$ cat src/rtl/mac_pkg.sv
// Shared types, default widths and the saturating adder used by the MAC pipeline.
package mac_pkg;

    typedef enum logic {
        MADD = 1'b0,
        MAC  = 1'b1
    } mode_e;

    localparam int unsigned DefWidth     = 8;
    localparam int unsigned DefOutWidth  = 16;
    localparam int unsigned DefPipeDepth = 3;

    // Widest result the saturating adder supports; callers zero-extend into it.
    localparam int unsigned MaxOutWidth  = 64;

    // Adds two values and clamps to a w-bit unsigned maximum.
    // Returns {ovf, result}; only the low w bits of result are meaningful.
    function automatic logic [MaxOutWidth:0] sat_add(
        input logic [MaxOutWidth-1:0] a,
        input logic [MaxOutWidth-1:0] b,
        input int unsigned            w
    );
        logic [MaxOutWidth:0] sum;
        logic [MaxOutWidth:0] lim;
        sum = {1'b0, a} + {1'b0, b};
        lim = ({{MaxOutWidth{1'b0}}, 1'b1} << w) - {{MaxOutWidth{1'b0}}, 1'b1};
        if (sum > lim) begin
            sat_add = {1'b1, lim[MaxOutWidth-1:0]};
        end else begin
            sat_add = {1'b0, sum[MaxOutWidth-1:0]};
        end
    endfunction

endpackage

$ cat src/rtl/mac_delay_line.sv
// DEPTH-stage {valid, data} shift register; all stages move together on en.
module mac_delay_line
    import mac_pkg::*;
#(
    parameter int unsigned DEPTH = DefPipeDepth,
    parameter int unsigned DW    = 8
) (
    input  logic          clk,
    input  logic          reset_n,
    input  logic          en,
    input  logic          in_valid,
    input  logic [DW-1:0] in_data,
    output logic          out_valid,
    output logic [DW-1:0] out_data
);

    logic [DEPTH-1:0] valid_q;
    logic [DW-1:0]    data_q [DEPTH];

    // Shift valid and data one stage per enabled cycle; bubbles travel like beats.
    always_ff @(posedge clk or negedge reset_n) begin
        if (!reset_n) begin
            valid_q <= '0;
            for (int unsigned i = 0; i < DEPTH; i++) begin
                data_q[i] <= '0;
            end
        end else if (en) begin
            valid_q[0] <= in_valid;
            data_q[0]  <= in_data;
            for (int unsigned i = 1; i < DEPTH; i++) begin
                valid_q[i] <= valid_q[i-1];
                data_q[i]  <= data_q[i-1];
            end
        end
    end

    assign out_valid = valid_q[DEPTH-1];
    assign out_data  = data_q[DEPTH-1];

endmodule

$ cat src/rtl/mac_pipeline.sv
// Pipelined multiply-add / multiply-accumulate with unsigned saturation and
// valid/ready flow control. OUT_WIDTH must be >= 2*WIDTH and <= 64; PIPE_DEPTH >= 1.
module mac_pipeline
    import mac_pkg::*;
#(
    parameter int unsigned WIDTH      = DefWidth,
    parameter int unsigned OUT_WIDTH  = DefOutWidth,
    parameter int unsigned PIPE_DEPTH = DefPipeDepth
) (
    input  logic                 clk,
    input  logic                 reset_n,
    input  logic                 in_valid,
    output logic                 in_ready,
    input  logic [WIDTH-1:0]     in_a,
    input  logic [WIDTH-1:0]     in_b,
    input  logic [WIDTH-1:0]     in_c,
    input  logic                 in_mode,
    input  logic                 in_clr,
    output logic                 out_valid,
    input  logic                 out_ready,
    output logic [OUT_WIDTH-1:0] out_result,
    output logic                 out_ovf
);

    logic adv;

    // Stage 1: product register
    logic                 v1_q;
    logic [2*WIDTH-1:0]   p1_q;
    logic [WIDTH-1:0]     c1_q;
    mode_e                mode1_q;
    logic                 clr1_q;

    // Stage 2: saturated sum register and the running accumulator
    logic                 v2_q;
    logic [OUT_WIDTH-1:0] res2_q;
    logic                 ovf2_q;
    logic [OUT_WIDTH-1:0] acc_q;

    logic [OUT_WIDTH-1:0] addend;
    logic [MaxOutWidth:0] sum;
    logic [OUT_WIDTH-1:0] res2_d;
    logic                 ovf2_d;
    logic                 unused_sum_hi;

    logic [OUT_WIDTH:0]   dl_out_data;

    // Whole pipeline moves in lockstep whenever the output slot is free or draining.
    assign adv      = !out_valid || out_ready;
    assign in_ready = adv;

    // Capture the accepted beat and its product.
    always_ff @(posedge clk or negedge reset_n) begin
        if (!reset_n) begin
            v1_q    <= 1'b0;
            p1_q    <= '0;
            c1_q    <= '0;
            mode1_q <= MADD;
            clr1_q  <= 1'b0;
        end else if (adv) begin
            v1_q    <= in_valid && in_ready;
            p1_q    <= (2*WIDTH)'(in_a) * (2*WIDTH)'(in_b);
            c1_q    <= in_c;
            mode1_q <= mode_e'(in_mode);
            clr1_q  <= in_clr;
        end
    end

    // Select the addend by mode and saturate the sum; clr only matters in MAC mode.
    always_comb begin
        addend = OUT_WIDTH'(c1_q);
        if (mode1_q == MAC) begin
            addend = clr1_q ? '0 : acc_q;
        end
        sum           = sat_add(MaxOutWidth'(p1_q), MaxOutWidth'(addend), OUT_WIDTH);
        res2_d        = sum[OUT_WIDTH-1:0];
        ovf2_d        = sum[MaxOutWidth];
        unused_sum_hi = ^(sum >> OUT_WIDTH);
    end

    // Register the result; only valid MAC beats write the accumulator, and the
    // saturated value is what gets kept so overflow stays pinned until a clear.
    always_ff @(posedge clk or negedge reset_n) begin
        if (!reset_n) begin
            v2_q   <= 1'b0;
            res2_q <= '0;
            ovf2_q <= 1'b0;
            acc_q  <= '0;
        end else if (adv) begin
            v2_q   <= v1_q;
            res2_q <= res2_d;
            ovf2_q <= ovf2_d;
            if (v1_q && (mode1_q == MAC)) begin
                acc_q <= res2_d;
            end
        end
    end

    mac_delay_line #(
        .DEPTH (PIPE_DEPTH),
        .DW    (OUT_WIDTH + 1)
    ) u_delay (
        .clk       (clk),
        .reset_n   (reset_n),
        .en        (adv),
        .in_valid  (v2_q),
        .in_data   ({ovf2_q, res2_q}),
        .out_valid (out_valid),
        .out_data  (dl_out_data)
    );

    assign out_result = dl_out_data[OUT_WIDTH-1:0];
    assign out_ovf    = dl_out_data[OUT_WIDTH];

endmodule

$ cat config.mk
export PLATFORM = sky130hd
export DESIGN_NAME = mac_pipeline
export DESIGN_NICKNAME = d
export VERILOG_FILES = /design/src/rtl/mac_pkg.sv /design/src/rtl/mac_delay_line.sv /design/src/rtl/mac_pipeline.sv
export SDC_FILE = /design/constraint.sdc
export NUM_CORES = 1
export LEC_CHECK = 0
export ABC_AREA = 1
export BUFFER_PORTS_ARGS = -buffer_cell sky130_fd_sc_hd__buf_2
export CORE_UTILIZATION = 52
export CTS_BUF_LIST = sky130_fd_sc_hd__clkbuf_8
export DETAILED_ROUTE_END_ITERATION = 6
export PLACE_DENSITY = 0.8
export RECOVER_POWER = 25
export SETUP_SLACK_MARGIN = 0.2
export SLEW_MARGIN = 0
export SYNTH_ARGS = -nofsm -noshare
export SYNTH_HDL_FRONTEND = slang
export SYNTH_SLANG_ARGS = --single-unit
$ cat constraint.sdc
create_clock -name clk -period 2.4 [get_ports clk]
set_input_delay 0.24 -clock clk [delete_from_list [all_inputs] [get_ports clk]]
set_output_delay 0.24 -clock clk [all_outputs]
set_load 0.03 [all_outputs]
==> run summary <==
RePlAce Congestion: 0.891
Net Sw Power: 6.03 mW
fin crit share: 130%
fin area: 10,200 µm²
Min Clock Period, post-route: 3110 ps
R2R cell count: 14
Yosys cell types: 32
initial drt markers: 528
area leader, netlist: dfrtp_1
drt first pass iters: 7
sw frac: 45.3%
port bufs: 48
Syn Inst Count: 1,060
largest net degree at the start of global routing: 102
global route overflow: 0
failing checks: design-rule violations, negative setup slack
hold_sp: in_c[5]
top cells by area, synth: dfrtp_1, nand2_1, inv_1
final setup fails: 34
synthesized flop and latch total: 115
Commonest cells post-synth: nand2_1, inv_1, dfrtp_1
Slew @ Worst Pin: 1230 ps
area of the die: 15,700 µm²
Core ar.: 14,700 µm²
Num Clock Sinks: 115
average wire per standard cell: 14.4 µm
Max IR drop VDD: 651 µV
Layout Skew: 12.1 ps
share of cells above drive strength 1: 29.4%
Remaining DRCs: 6
FF+latch area: 2880 µm²
reported max-cap violation count: 0
CTS root buffer: clkbuf_8
fmax: 0.321 GHz
Initial Util: 53.8%
Worst setup SP type: input port
Critical R2R Capture: res2_q[6]
Req. time, crit path: 2740 ps
dpl cells: 1,295
WHS Path Cells: 3
maximum clock path buffer count: 2
Post-synth top flop: dfrtp_1
worst r2r src: mode1_q
setup tns final: -7600 ps
via count: 6,885
count leader, synth: nand2_1
critical setup path kind: input port to flop
initial antenna violation count: 0
post-layout power: 13.3 mW
antenna viol nets, final: 0
clock slew seen by the registers of the worst setup and hold paths: 80 ps
Reg2Reg Setup Slack: -90 ps
area share of the largest cell type after synthesis: 36.4%
# rows: 44
first-pass GRT wire length: 31,300 µm
TritonCTS Buffers: 17
CTS tree: yes
CP Capture Type: flop
vias in the first global route: 6,931
Post-synth ARST share: 100%
final-stage net count: 1,272
Die H: 125 µm
Fin. Hold Viols: 0
n_diodes: 0
Syn Nets: 1,179
routed vias/inst: 5.10
H-tree Lvls: 4
crit path max fanout: 6
clock latency at the later pin of the worst-skew pair: 450 ps
Seq/Total Area, Yosys: 36.4%
number of synthesized flops with an enable pin: 0
Total Routing Usage GR: 24.7%
Synth Warn #: 0
hold crit path type: input port to flop
status: finished, violations left
final slew viol count: 0
Layout area overhead: 29.1%
Ports: 49
P_leak: 5.66 nW
worst hold margin: 9.13 ps
Mapped Area: 7920 µm²
Non-Filler Instances: 1,350
combinational power share: 61.1%
slew margin rel.: 17.9%
Clock power frac: 14.4%
Hold Path Sink: c1_q[5]
Mapped Avg Cell Area: 7.47 µm²
Crit path arrival time: 3460 ps
unrepaired setup endpoints after global routing: true
Power Density: 1300 nW/µm²
Internal: 7.27 mW
Multi-input gate area: 4870 µm²
Die W: 125 µm
Post-DP Area: 8690 µm²
Reg power frac: 24.5%
Routed WL: 19,400 µm
Final HPWL DP: 12,500 µm
FILL cells: 1,013
final worst setup slack: -714 ps
## registers in the layout (all words and copies together), names as in the netlist
name	count
u_delay.data_q	34
u_delay.out_data	17
p1_q	16
res2_q	16
mode1_q	1
c1_q	8
clr1_q	1
acc_q	16
v1_q	1
v2_q	1
ovf2_q	1
u_delay.valid_q	3
## power groups by stage
stage / Combinational [mW] / Sequential, mW / Clock (mW)
final: 8.13 / 3.26 / 1.91
after global routing: 8.89 / 3.34 / 2.02
after detailed placement: 5.94 / 3.25 / 0
after CTS: 6.88 / 3.23 / 1.92
after global placement: 5.77 / 3.21 / 0
after floorplan: 4.50 / 3.15 / 0
## stage by stage
| step | util, % | worst slack [ps] |
|---|---|---|
| finish | 69.5 | -714 |
| global route | 69.5 | -873 |
| CTS | 66.2 | -689 |
| detailed placement | 59.1 | -1270 |
| global placement | 59.1 | -1210 |
| floorplan | - | -1050 |
## kinds of logic after synthesis
family                     share of synthesized area (%)
xor gates and xnor gates                            1.55
adders and majority gates                           17.6
and+or+nand+nor                                     24.3
buffers and inverters                               13.5
AOI/OAI and AO/OA                                   6.78
DFF                                                 36.4
## timing repair
item / 4_1_cts / 5_1_grt
setup endpoints to repair: 45 / 45
resized for setup: 136 / 111
buffers inserted: 13 / 6
hold endpoints to repair: 52 / 0
gates cloned: 0 / 0
pin swaps: 48 / 49
hold buffers: 4 / 0
## critical path, cell delays in order
cell and delay (ps):
buf_12 90, nand2_4 50, fa_1 500, fa_1 510
inv_1 50, fa_1 500, inv_2 50, fa_1 490
inv_2 50, ha_4 300, nand2_2 70, nor2_2 120
nand2_1 60, nand2_1 90, nand2_1 70, nand2_1 60
nand2_1 40, nand3_1 60, nand2_1 60
## how the worst max path moves through the flow
stage	to	depth (start not counted)	slack, ps	start
after floorplan	p1_q[12]	17	-1050	in_b[2]
after global placement	p1_q[11]	16	-1210	in_b[3]
after detailed placement	p1_q[12]	18	-1270	in_b[5]
after CTS	p1_q[12]	19	-690	in_b[5]
after global routing	p1_q[14]	18	-870	in_b[6]
final	p1_q[12]	19	-710	in_a[2]
## layout make-up
| class | instances | area share [%] |
|---|---|---|
| Tap cell | 184 | 2.25 |
| Sequential cell | 115 | 28.2 |
| Timing Repair Buffer | 131 | 10.4 |
| Clock buffer | 17 | 2.29 |
| Inverter | 203 | 7.50 |
| Clock inverter | 15 | 1.76 |
| Multi-Input combinational cell | 685 | 47.7 |
## cells in the final DEF (no fill, tap or decap), types with 7 or more instances in the layout
cell type / n
a21oi_2: 7
a21oi_4: 7
buf_2: 35
buf_4: 62
buf_6: 20
clkbuf_8: 17
dfrtp_1: 115
fa_1: 32
ha_1: 31
ha_4: 17
inv_1: 173
inv_2: 29
nand2_1: 335
nand2_2: 46
nand2_4: 22
nand3_1: 17
nand3_2: 7
nand4_1: 8
nor2_1: 27
o21ai_0: 45
o21ai_1: 22
## routing by layer
layer  part of all wire, %  wire length, µm  up-vias  track usage, %
met5                     0                0        -               0
met1                    41             8000     3290            29.7
met4                   3.1              603        0            9.61
met2                    52            10100      182            44.7
met3                   3.9              762       60            3.17
li1                      -                -     3353               -
Note: power is estimated with default switching activity, not from simulation.
